==> src/rtl/schedule_player_pkg.sv <==
// Shared types for the schedule player: field widths, command encodings,
// player FSM states and the packed schedule entry carried through the
// output FIFO.
package schedule_player_pkg;

  localparam int unsigned CYCLE_WIDTH      = 8;
  localparam int unsigned BANK_GROUP_WIDTH = 2;
  localparam int unsigned BANK_WIDTH       = 2;
  localparam int unsigned ROW_WIDTH        = 16;
  localparam int unsigned COLUMN_WIDTH     = 10;
  localparam int unsigned REQUEST_ID_WIDTH = 8;

  typedef enum logic [2:0] {
    CMD_DESELECT = 3'd0,
    CMD_ACT      = 3'd1,
    CMD_RD       = 3'd2,
    CMD_WR       = 3'd3,
    CMD_PRE      = 3'd4,
    CMD_REF      = 3'd5
  } cmd_type_e;

  typedef enum logic [1:0] {
    PLAYER_IDLE   = 2'd0,
    PLAYER_STREAM = 2'd1,
    PLAYER_DRAIN  = 2'd2,
    PLAYER_DONE   = 2'd3
  } player_state_e;

  typedef struct packed {
    logic [CYCLE_WIDTH-1:0]      cycle;
    logic [2:0]                  cmd_type;
    logic [BANK_GROUP_WIDTH-1:0] bank_group;
    logic [BANK_WIDTH-1:0]       bank;
    logic [ROW_WIDTH-1:0]        row;
    logic [COLUMN_WIDTH-1:0]     column;
    logic [REQUEST_ID_WIDTH-1:0] request_id;
  } sched_entry_t;

  localparam int unsigned SCHED_ENTRY_WIDTH = $bits(sched_entry_t);

  // True for entries that carry a real DRAM command.
  function automatic logic is_real_cmd(input logic [2:0] cmd_type);
    return cmd_type != CMD_DESELECT;
  endfunction

endpackage

==> src/rtl/schedule_player_out_fifo.sv <==
// schedule_out_fifo: two-entry output buffer for the schedule player.
// Push, pop and flush; head is always the oldest entry, so it stays stable
// while the consumer stalls.
module schedule_out_fifo #(
  parameter int unsigned WIDTH = 8,
  parameter int unsigned DEPTH = 2
) (
  input  logic             clk,
  input  logic             rst_n,
  input  logic             push,
  input  logic [WIDTH-1:0] push_data,
  input  logic             pop,
  input  logic             flush,
  output logic [1:0]       count,
  output logic [WIDTH-1:0] head
);

  logic [WIDTH-1:0] mem [2];
  logic             rd_ptr;
  logic             wr_ptr;
  logic             empty;
  logic             full;
  logic             do_push;
  logic             do_pop;

  // Qualify requests against occupancy; a push into a full FIFO is allowed
  // only when a pop frees a slot in the same cycle.
  always_comb begin
    empty   = (count == 2'd0);
    full    = (count == 2'(DEPTH));
    do_pop  = pop && !empty;
    do_push = push && (!full || do_pop);
    head    = mem[rd_ptr];
  end

  // Storage, pointers and occupancy; flush overrides push and pop.
  always_ff @(posedge clk or negedge rst_n) begin
    if (!rst_n) begin
      for (int unsigned i = 0; i < 2; i++) begin
        mem[i] <= '0;
      end
      rd_ptr <= 1'b0;
      wr_ptr <= 1'b0;
      count  <= '0;
    end else if (flush) begin
      rd_ptr <= 1'b0;
      wr_ptr <= 1'b0;
      count  <= '0;
    end else begin
      if (do_push) begin
        mem[wr_ptr] <= push_data;
        wr_ptr      <= ~wr_ptr;
      end
      if (do_pop) begin
        rd_ptr <= ~rd_ptr;
      end
      case ({do_push, do_pop})
        2'b10:   count <= count + 2'd1;
        2'b01:   count <= count - 2'd1;
        default: count <= count;
      endcase
    end
  end

endmodule

==> src/rtl/schedule_player.sv <==
// schedule_player: replays a finished schedule from schedule_memory as an
// ordered valid/ready command stream. Walks rd_cycle from 0 to the latched
// end index, absorbs the 1-cycle memory read latency with one in-flight
// credit plus a 2-entry output FIFO, and counts accepted real commands.
// Optional feature macro: SCHED_PLAYER_SKIP_DESELECT_EN drops DESELECT
// entries after the read so only real commands reach the output.
module schedule_player
  import schedule_player_pkg::*;
#(
  parameter int unsigned FIFO_DEPTH = 2,
  parameter int unsigned CNT_WIDTH  = CYCLE_WIDTH + 1
) (
  input  logic                        clk,
  input  logic                        rst_n,
  input  logic                        start,
  input  logic                        abort,
  input  logic [CYCLE_WIDTH-1:0]      max_cycle,
  output logic [CYCLE_WIDTH-1:0]      rd_cycle,
  input  logic [2:0]                  rd_cmd_type,
  input  logic [BANK_GROUP_WIDTH-1:0] rd_bank_group,
  input  logic [BANK_WIDTH-1:0]       rd_bank,
  input  logic [ROW_WIDTH-1:0]        rd_row,
  input  logic [COLUMN_WIDTH-1:0]     rd_column,
  input  logic [REQUEST_ID_WIDTH-1:0] rd_request_id,
  output logic                        out_valid,
  input  logic                        out_ready,
  output logic [CYCLE_WIDTH-1:0]      out_cycle,
  output logic [2:0]                  out_cmd_type,
  output logic [BANK_GROUP_WIDTH-1:0] out_bank_group,
  output logic [BANK_WIDTH-1:0]       out_bank,
  output logic [ROW_WIDTH-1:0]        out_row,
  output logic [COLUMN_WIDTH-1:0]     out_column,
  output logic [REQUEST_ID_WIDTH-1:0] out_request_id,
  output logic                        busy,
  output logic                        done,
  output logic [CNT_WIDTH-1:0]        cmd_count
);

  player_state_e          state;
  logic [CYCLE_WIDTH-1:0] end_cycle;
  logic [CYCLE_WIDTH-1:0] inflight_cycle;
  logic                   inflight;

  sched_entry_t           push_entry;
  sched_entry_t           head_entry;
  logic                   push;
  logic                   pop;
  logic                   issue;
  logic                   drain_empty;
  logic [1:0]             fifo_count;
  logic [2:0]             occupancy;
  logic [2:0]             credit_limit;

  // Handshake, read credit and FIFO push qualification.
  always_comb begin
    pop          = (fifo_count != 2'd0) && out_ready && !abort;
    occupancy    = {1'b0, fifo_count} + {2'b00, inflight};
    // A pop in this cycle frees a slot in time for the read issued now,
    // which keeps the pipeline at one entry per cycle.
    credit_limit = 3'(FIFO_DEPTH) + {2'b00, pop};
    issue        = (state == PLAYER_STREAM) && !abort && (occupancy < credit_limit);
    drain_empty  = !inflight && ((fifo_count == 2'd0) || ((fifo_count == 2'd1) && pop));

    push_entry.cycle      = inflight_cycle;
    push_entry.cmd_type   = rd_cmd_type;
    push_entry.bank_group = rd_bank_group;
    push_entry.bank       = rd_bank;
    push_entry.row        = rd_row;
    push_entry.column     = rd_column;
    push_entry.request_id = rd_request_id;

`ifdef SCHED_PLAYER_SKIP_DESELECT_EN
    push = inflight && is_real_cmd(rd_cmd_type);
`else
    push = inflight;
`endif
  end

  schedule_out_fifo #(
    .WIDTH (SCHED_ENTRY_WIDTH),
    .DEPTH (FIFO_DEPTH)
  ) u_out_fifo (
    .clk       (clk),
    .rst_n     (rst_n),
    .push      (push),
    .push_data (push_entry),
    .pop       (pop),
    .flush     (abort),
    .count     (fifo_count),
    .head      (head_entry)
  );

  // Output entry is the FIFO head.
  always_comb begin
    out_valid      = (fifo_count != 2'd0);
    out_cycle      = head_entry.cycle;
    out_cmd_type   = head_entry.cmd_type;
    out_bank_group = head_entry.bank_group;
    out_bank       = head_entry.bank;
    out_row        = head_entry.row;
    out_column     = head_entry.column;
    out_request_id = head_entry.request_id;
  end

  // Playback FSM, read address generation, in-flight tracking and counters.
  always_ff @(posedge clk or negedge rst_n) begin
    if (!rst_n) begin
      state          <= PLAYER_IDLE;
      end_cycle      <= '0;
      rd_cycle       <= '0;
      inflight       <= 1'b0;
      inflight_cycle <= '0;
      busy           <= 1'b0;
      done           <= 1'b0;
      cmd_count      <= '0;
    end else if (abort) begin
      // Data for a read already issued arrives next cycle and is dropped
      // because the in-flight flag is cleared here.
      state    <= PLAYER_IDLE;
      inflight <= 1'b0;
      busy     <= 1'b0;
      done     <= 1'b0;
    end else begin
      done     <= 1'b0;
      inflight <= issue;
      if (issue) begin
        inflight_cycle <= rd_cycle;
      end
      if (pop && is_real_cmd(out_cmd_type) && (cmd_count != '1)) begin
        cmd_count <= cmd_count + 1'b1;
      end
      case (state)
        PLAYER_IDLE: begin
          if (start) begin
            end_cycle <= max_cycle;
            rd_cycle  <= '0;
            cmd_count <= '0;
            busy      <= 1'b1;
            state     <= PLAYER_STREAM;
          end
        end
        PLAYER_STREAM: begin
          if (issue) begin
            if (rd_cycle == end_cycle) begin
              state <= PLAYER_DRAIN;
            end else begin
              rd_cycle <= rd_cycle + 1'b1;
            end
          end
        end
        PLAYER_DRAIN: begin
          if (drain_empty) begin
            state <= PLAYER_DONE;
            done  <= 1'b1;
            busy  <= 1'b0;
          end
        end
        default: begin
          state <= PLAYER_IDLE;
        end
      endcase
    end
  end

endmodule
==> config.mk <==
export PLATFORM = sky130hd
export DESIGN_NAME = schedule_player
export DESIGN_NICKNAME = d
export VERILOG_FILES = /design/src/rtl/schedule_player_pkg.sv /design/src/rtl/schedule_player_out_fifo.sv /design/src/rtl/schedule_player.sv
export SDC_FILE = /design/constraint.sdc
export NUM_CORES = 1
export LEC_CHECK = 0
export CAP_MARGIN = 25
export CORE_MARGIN = 5
export CORE_UTILIZATION = 50
export DETAILED_ROUTE_END_ITERATION = 8
export PLACE_DENSITY = 0.85
export REMOVE_ABC_BUFFERS = 1
export SLEW_MARGIN = 20
export SYNTH_ARGS = -nofsm -noshare
export SYNTH_HDL_FRONTEND = slang
export SYNTH_SLANG_ARGS = --single-unit
==> constraint.sdc <==
create_clock -name clk -period 3 [get_ports clk]
set_input_delay 0.45 -clock clk [delete_from_list [all_inputs] [get_ports clk]]
set_output_delay 0.45 -clock clk [all_outputs]
set_load 0.02 [all_outputs]
Word level (Yosys, flattened, before mapping)
Index checks and enable logic that the tools add are counted.

Register bits after elaboration: 140. Input bits: 54. Output and inout bits: 69. Logic and storage cells: 108.

Add/sub/neg operators: 6. $lt $le $gt $ge: 4. Equality and inequality tests: 15. Multiplexer cells: 33. Bitwise logic cells: 5. Reduce and logical (&&, ||, !) cells: 32.

Operators with widths (count): two-way mux 49 bit (4); bitwise mux 98 bit (1); demux 49 bit (select 1 bit) (1); two-way mux 9 bit (3); two-way mux 8 bit (3); case mux 8 bit (2 select lines) (1); two-way mux 2 bit (6); logical AND 1 bit (11); two-way mux 1 bit (11); adder 9 x 1 -> 9 bit (second input constant) (1); inequality test 3 bit (second input constant) (3); inequality test 9 bit (second input constant) (1); nonzero test 3 bit (3); adder 8 x 1 -> 8 bit (second input constant) (1); equality test 8 bit (1); nonzero test 2 bit (4); equality test 2 x 1 -> 1 bit (second input constant) (3); equality test 2 bit (second input constant) (3); inequality test 2 bit (second input constant) (3); case mux 2 bit (3 select lines) (1); AND reduction 3 bit (2); AND reduction 5 bit (1); greater-or-equal comparator 2 bit (second input constant) (2); logical NOT 1 bit (4); other kinds (15) (21).

Longest topological paths before layout
Gate-level depths: netlist (run 1).

Depth in word-level cells: 10. Gate-level depth with buffers: 10. Depth with buffers taken out: 9.

Cells and area by module
From an unflattened synthesis (run 1), not the netlist that was laid out.

Cell total of the unflattened synthesis: 459. Area total of the unflattened synthesis: 6631.4 µm².

Modules (own cells, without submodules): schedule_out_fifo (instances 1, cells each 287, area an instance 4629.4 µm², seq. area each 2552.4 µm²); schedule_player (instances 1, cells each 172, area an instance 2001.9 µm², seq. area each 950.9 µm²).

Least setup slack after synthesis (run 1)
No wires, ideal clock.

Path type: register -> register. From: reg cmd_count[0]. To: reg cmd_count[7]. Library setup time: 125 ps. Arrival time: 2097 ps. Required time: 2875 ps. Slack: 779 ps. Stages on the path, launching flop included: 10. Buffers on the path: 0. Clock period less this slack: 2221 ps. Cells stage by stage: dfrtp_1 -> ha_1 -> and3_1 -> and3_1 -> ha_1 -> nor2_1 -> nor4b_4 -> nand4_1 -> mux2i_1 -> o21ai_1.

Cells in the longest elaborated chain, start to end: 5. Elaborated cells between the ends (all ways): 6. Those cells by class: add/sub: 1; eq/ne: 1; mux: 3; reduce/logical: 1.

Ends and longest elaborated chain: start, declared (RTL line schedule_player.sv:36) `output logic [CNT_WIDTH-1:0] cmd_count`; start signal, assigned (RTL line schedule_player.sv:130) `cmd_count <= cmd_count + 1'b1;`; parallel branches: the longest is 2 deep, another holds adder 9 x 1 -> 9 bit; two-way mux 9 bit (*) (RTL line schedule_player.sv:129) `if (pop && is_real_cmd(out_cmd_type) && (cmd_count != '1)) begin`; two-way mux 9 bit (RTL line schedule_player.sv:134) `if (start) begin`; two-way mux 9 bit (*) (RTL line schedule_player.sv:132) `case (state)`.

Mark *: on every way between the ends. A chain may end at the register's enable or synchronous reset.

Worst setup path after layout (run 1)
From: reg u_out_fifo.rd_ptr. To: out out_request_id[6].

Cells in the longest elaborated chain, start to end: 4.

Ends and longest elaborated chain: start, declared (RTL line schedule_player_out_fifo.sv:19) `logic rd_ptr;`; start signal, assigned (RTL line schedule_player_out_fifo.sv:55) `rd_ptr <= ~rd_ptr;`; inverter 1 -> 2 bit (implied by the code) (RTL line schedule_player_out_fifo.sv:33) `head = mem[rd_ptr];`; two-way mux 49 bit (implied by the code) (3 in a row) (RTL line schedule_player_out_fifo.sv:33); end, declared (RTL line schedule_player.sv:33) `output logic [REQUEST_ID_WIDTH-1:0] out_request_id,`.

Every way passes these cells. The select of a mux whose other input is x is not followed.

==> impl_metrics.yaml, run 1 <==
status:
  status: "complete, no violations"
setup_path:
  required_ns: 2.55
  startpoint_type: "flop"
  cp.arrival_ns: 2.24
  setup.worst_path.class: "reg2out"
  r2r_slack_ns: 0.54
  cp-end-kind: "output port"
  cp_max_fo: 39
floorplanning:
  initial_utilization_pct: 51.4
  fp.dieW_um: 124
  die-height_um: 124
  fp.coreArea_um2: 12700
  die-area_um2: 15500
  ios: 123
  num_rows: 41
power_and_ir_drop:
  peakVddDrop_mv: 0.500
  power.density_nw_per_um2: 1020
  leakage_nw: 3.84
synth:
  synth_cells: 490
  postSynthAreaPerCell_um2: 13.3
  ys_warn_count: 0
  yosysTopAreaCellShare_pct: 53.6
  yosysTopAreaCell: "dfrtp_1"
  yosysUniqueCellTypes: 41
  ys_ff_latch: 140
  synth_edf_count: 0
  ys.flop_type: "dfrtp_1"
  synth_area_um2: 6540
  synth_area_leaders: "dfrtp_1, mux2_2, mux2_1"
  ys_seq_area_share_pct: 53.6
  synthArstFlopShare_pct: 100
clock_tree:
  cts_tree: "done"
  numClockSinks: 140
  clockBufferDepth: 2
  cts.repair.resized: 0
  root_buffer: "clkbuf_16"
  clock_latency_ns: 0.41
  post_cts_buffers: 0
  clkTransAtPathRegs_ns: 0.06
  numCtsBuffers: 17
  ctsHtreeMaxLevel: 4
  postCtsHoldBufs: 0
final_layout:
  nNetsFinal: 678
  final_cell_mix: "dfrtp_1, mux2_2, clkdlybuf4s50_1"
  stdcell_area_um2: 8600
  area_delta_synth_final_pct: 31.6
  layout_commonest_cell: "dfrtp_1"
  drive_gt1_share_pct: 29.1
  antenna_cells: 0
  nFillCells: 931
  final_util_pct: 67.6
timing:
  final.setup.worst_slack_ns: 0.312
  finalSetupTns_ns: 0
  slew_violations: 0
  period_minus_slack_ns: 2.69
  finalHoldViolCount: 0
  rsz0062_at_grt: "no"
  tightest_slew_ns: 0.741
  max_freq_mhz: 372
  relSlewSlack_pct: 50.6
  setup_violations: 0
  timing.final.crit_share_pct: 89.6
  finClkSkew_ns: 0.00689
global_route:
  gr-total-overflow: 0
  busiest_layer: "met2"
  global_route.usage.met1_pct: 24.3
  grt_util_all_layers_pct: 19.2
  antenna_found_initial: 0
  grt_pass1_vias: 4769
  use_met3_pct: 4.59
  use_met2_pct: 31.6
  grt_max_degree: 82
  grt_pass1_wl_mm: 24.2
route:
  drtIter0Drc: 242
  via_count: 4375
  drt-total-wl_mm: 14.4
  postRouteAntennaNets: 0
  vias_per_cell: 5.48
  drc: 0
  avgRoutedWirePerCell_um: 18.0
  firstDrtPassIters: 4
placed_design:
  place_area_um2: 7980
  hpwl_mm: 9.48
  io_buffers: 122
  dp_slack_ns: 0.414
  place_congestion: 0.809
job:
  cap_violations: 0
worst_hold_path:
  hold_path.class: "in2async"
## logic make-up after synthesis
kind of cell | after synthesis | synth area share (%)
muxes | 169 | 29.0
DFF | 140 | 53.6
and+or+nand+nor | 94 | 8.07
buffers and inverters | 35 | 2.51
AOI/OAI and AO/OA | 24 | 2.45
xor gates and xnor gates | 17 | 2.28
adders and majority gates | 11 | 2.10
## Yosys cell counts, types with 2 or more instances
| cell | count |
|---|---|
| o211ai_1 | 4 |
| or4b_1 | 2 |
| nand4_1 | 4 |
| and3_1 | 6 |
| nand3_1 | 11 |
| nor4_2 | 2 |
| xnor2_1 | 2 |
| a21oi_1 | 5 |
| ha_1 | 11 |
| nor2b_1 | 4 |
| o311ai_1 | 3 |
| buf_1 | 2 |
| nand2_1 | 24 |
| buf_4 | 2 |
| mux2_1 | 29 |
| o21ai_1 | 5 |
| mux2_2 | 135 |
| a211oi_1 | 2 |
| nor4_1 | 2 |
| clkbuf_1 | 9 |
| xor2_1 | 15 |
| nand2b_1 | 8 |
| mux2i_1 | 5 |
| inv_1 | 7 |
| dfrtp_1 | 140 |
| buf_2 | 14 |
| or4_1 | 3 |
| nor2_1 | 18 |
| nor3_2 | 2 |
| and2_1 | 2 |
| or3_1 | 2 |
## per-stage QoR
stage                     power [W]  hold WS (ns)  instances
final                       0.00880        0.0665        798
after global routing        0.00927         0.128        798
after CTS                   0.00889        0.0970        798
after detailed placement    0.00663         0.474        766
after global placement      0.00645         0.463        766
after floorplan             0.00508         0.154        462
## final cells by class
cell class / count / area (um2) / share of cell area [%]
clock buffer: 22 / 464 / 5.39
clock inverter: 10 / 163 / 1.89
inverter: 7 / 26.3 / 0.305
multi-input combinational: 315 / 2880 / 33.5
sequential: 140 / 3500 / 40.7
tap: 172 / 215 / 2.50
timing repair buffer: 132 / 1350 / 15.7
## power by group
part / switching (W) / leakage, nW / internal [W]
registers: 0.000503 / 1.82 / 0.00254
clock network: 0.000764 / 0.301 / 0.00144
logic: 0.00164 / 1.72 / 0.00191
total: 0.00291 / 3.84 / 0.00589
## state kept, by name, indices dropped and copies added (netlist names)
register and cells:
u_out_fifo.mem 98, cmd_count 9, end_cycle 8, inflight_cycle 8
rd_cycle 8, state 2, u_out_fifo.count 2, busy 1
done 1, inflight 1, u_out_fifo.rd_ptr 1, u_out_fifo.wr_ptr 1
## metal layers
metal / up-vias / part of all wire, %
li1: 2002 / -
met1: 2200 / 43
met2: 146 / 50
met3: 27 / 4.9
met4: 0 / 2.1
met5: - / 0
## final timing paths
path | cells past startpoint | to | from
max in group asynchronous | 2 | u_out_fifo.mem[81] | rst_n
worst max register to register | 7 | rd_cycle[4] | u_out_fifo.count[1]
worst min-delay path | 1 | u_out_fifo.mem[17] | rst_n
min in group clk | 1 | u_out_fifo.mem[42] | u_out_fifo.mem[42]
worst max-delay path | 3 | out_request_id[6] | u_out_fifo.rd_ptr
worst min register to register | 1 | u_out_fifo.mem[42] | u_out_fifo.mem[42]
## worst max-delay path, cell delays in order (launching register included)
cell             delay [ns]
dfrtp_2                0.57
buf_12                 0.29
mux2_2                 0.38
clkdlybuf4s50_1        0.56
(Power assumes the default switching activity.)
==> run 2: changes to the inputs <==
--- a/config.mk
+++ b/config.mk
@@ -5,7 +5,7 @@
 export SDC_FILE = /design/constraint.sdc
 export NUM_CORES = 1
 export LEC_CHECK = 0
-export CAP_MARGIN = 25
+export CAP_MARGIN = 0
 export CORE_MARGIN = 5
 export CORE_UTILIZATION = 50
 export DETAILED_ROUTE_END_ITERATION = 8
==> results of run 2 <==
Final layout, timing and power as in run 1 (identical DEF).
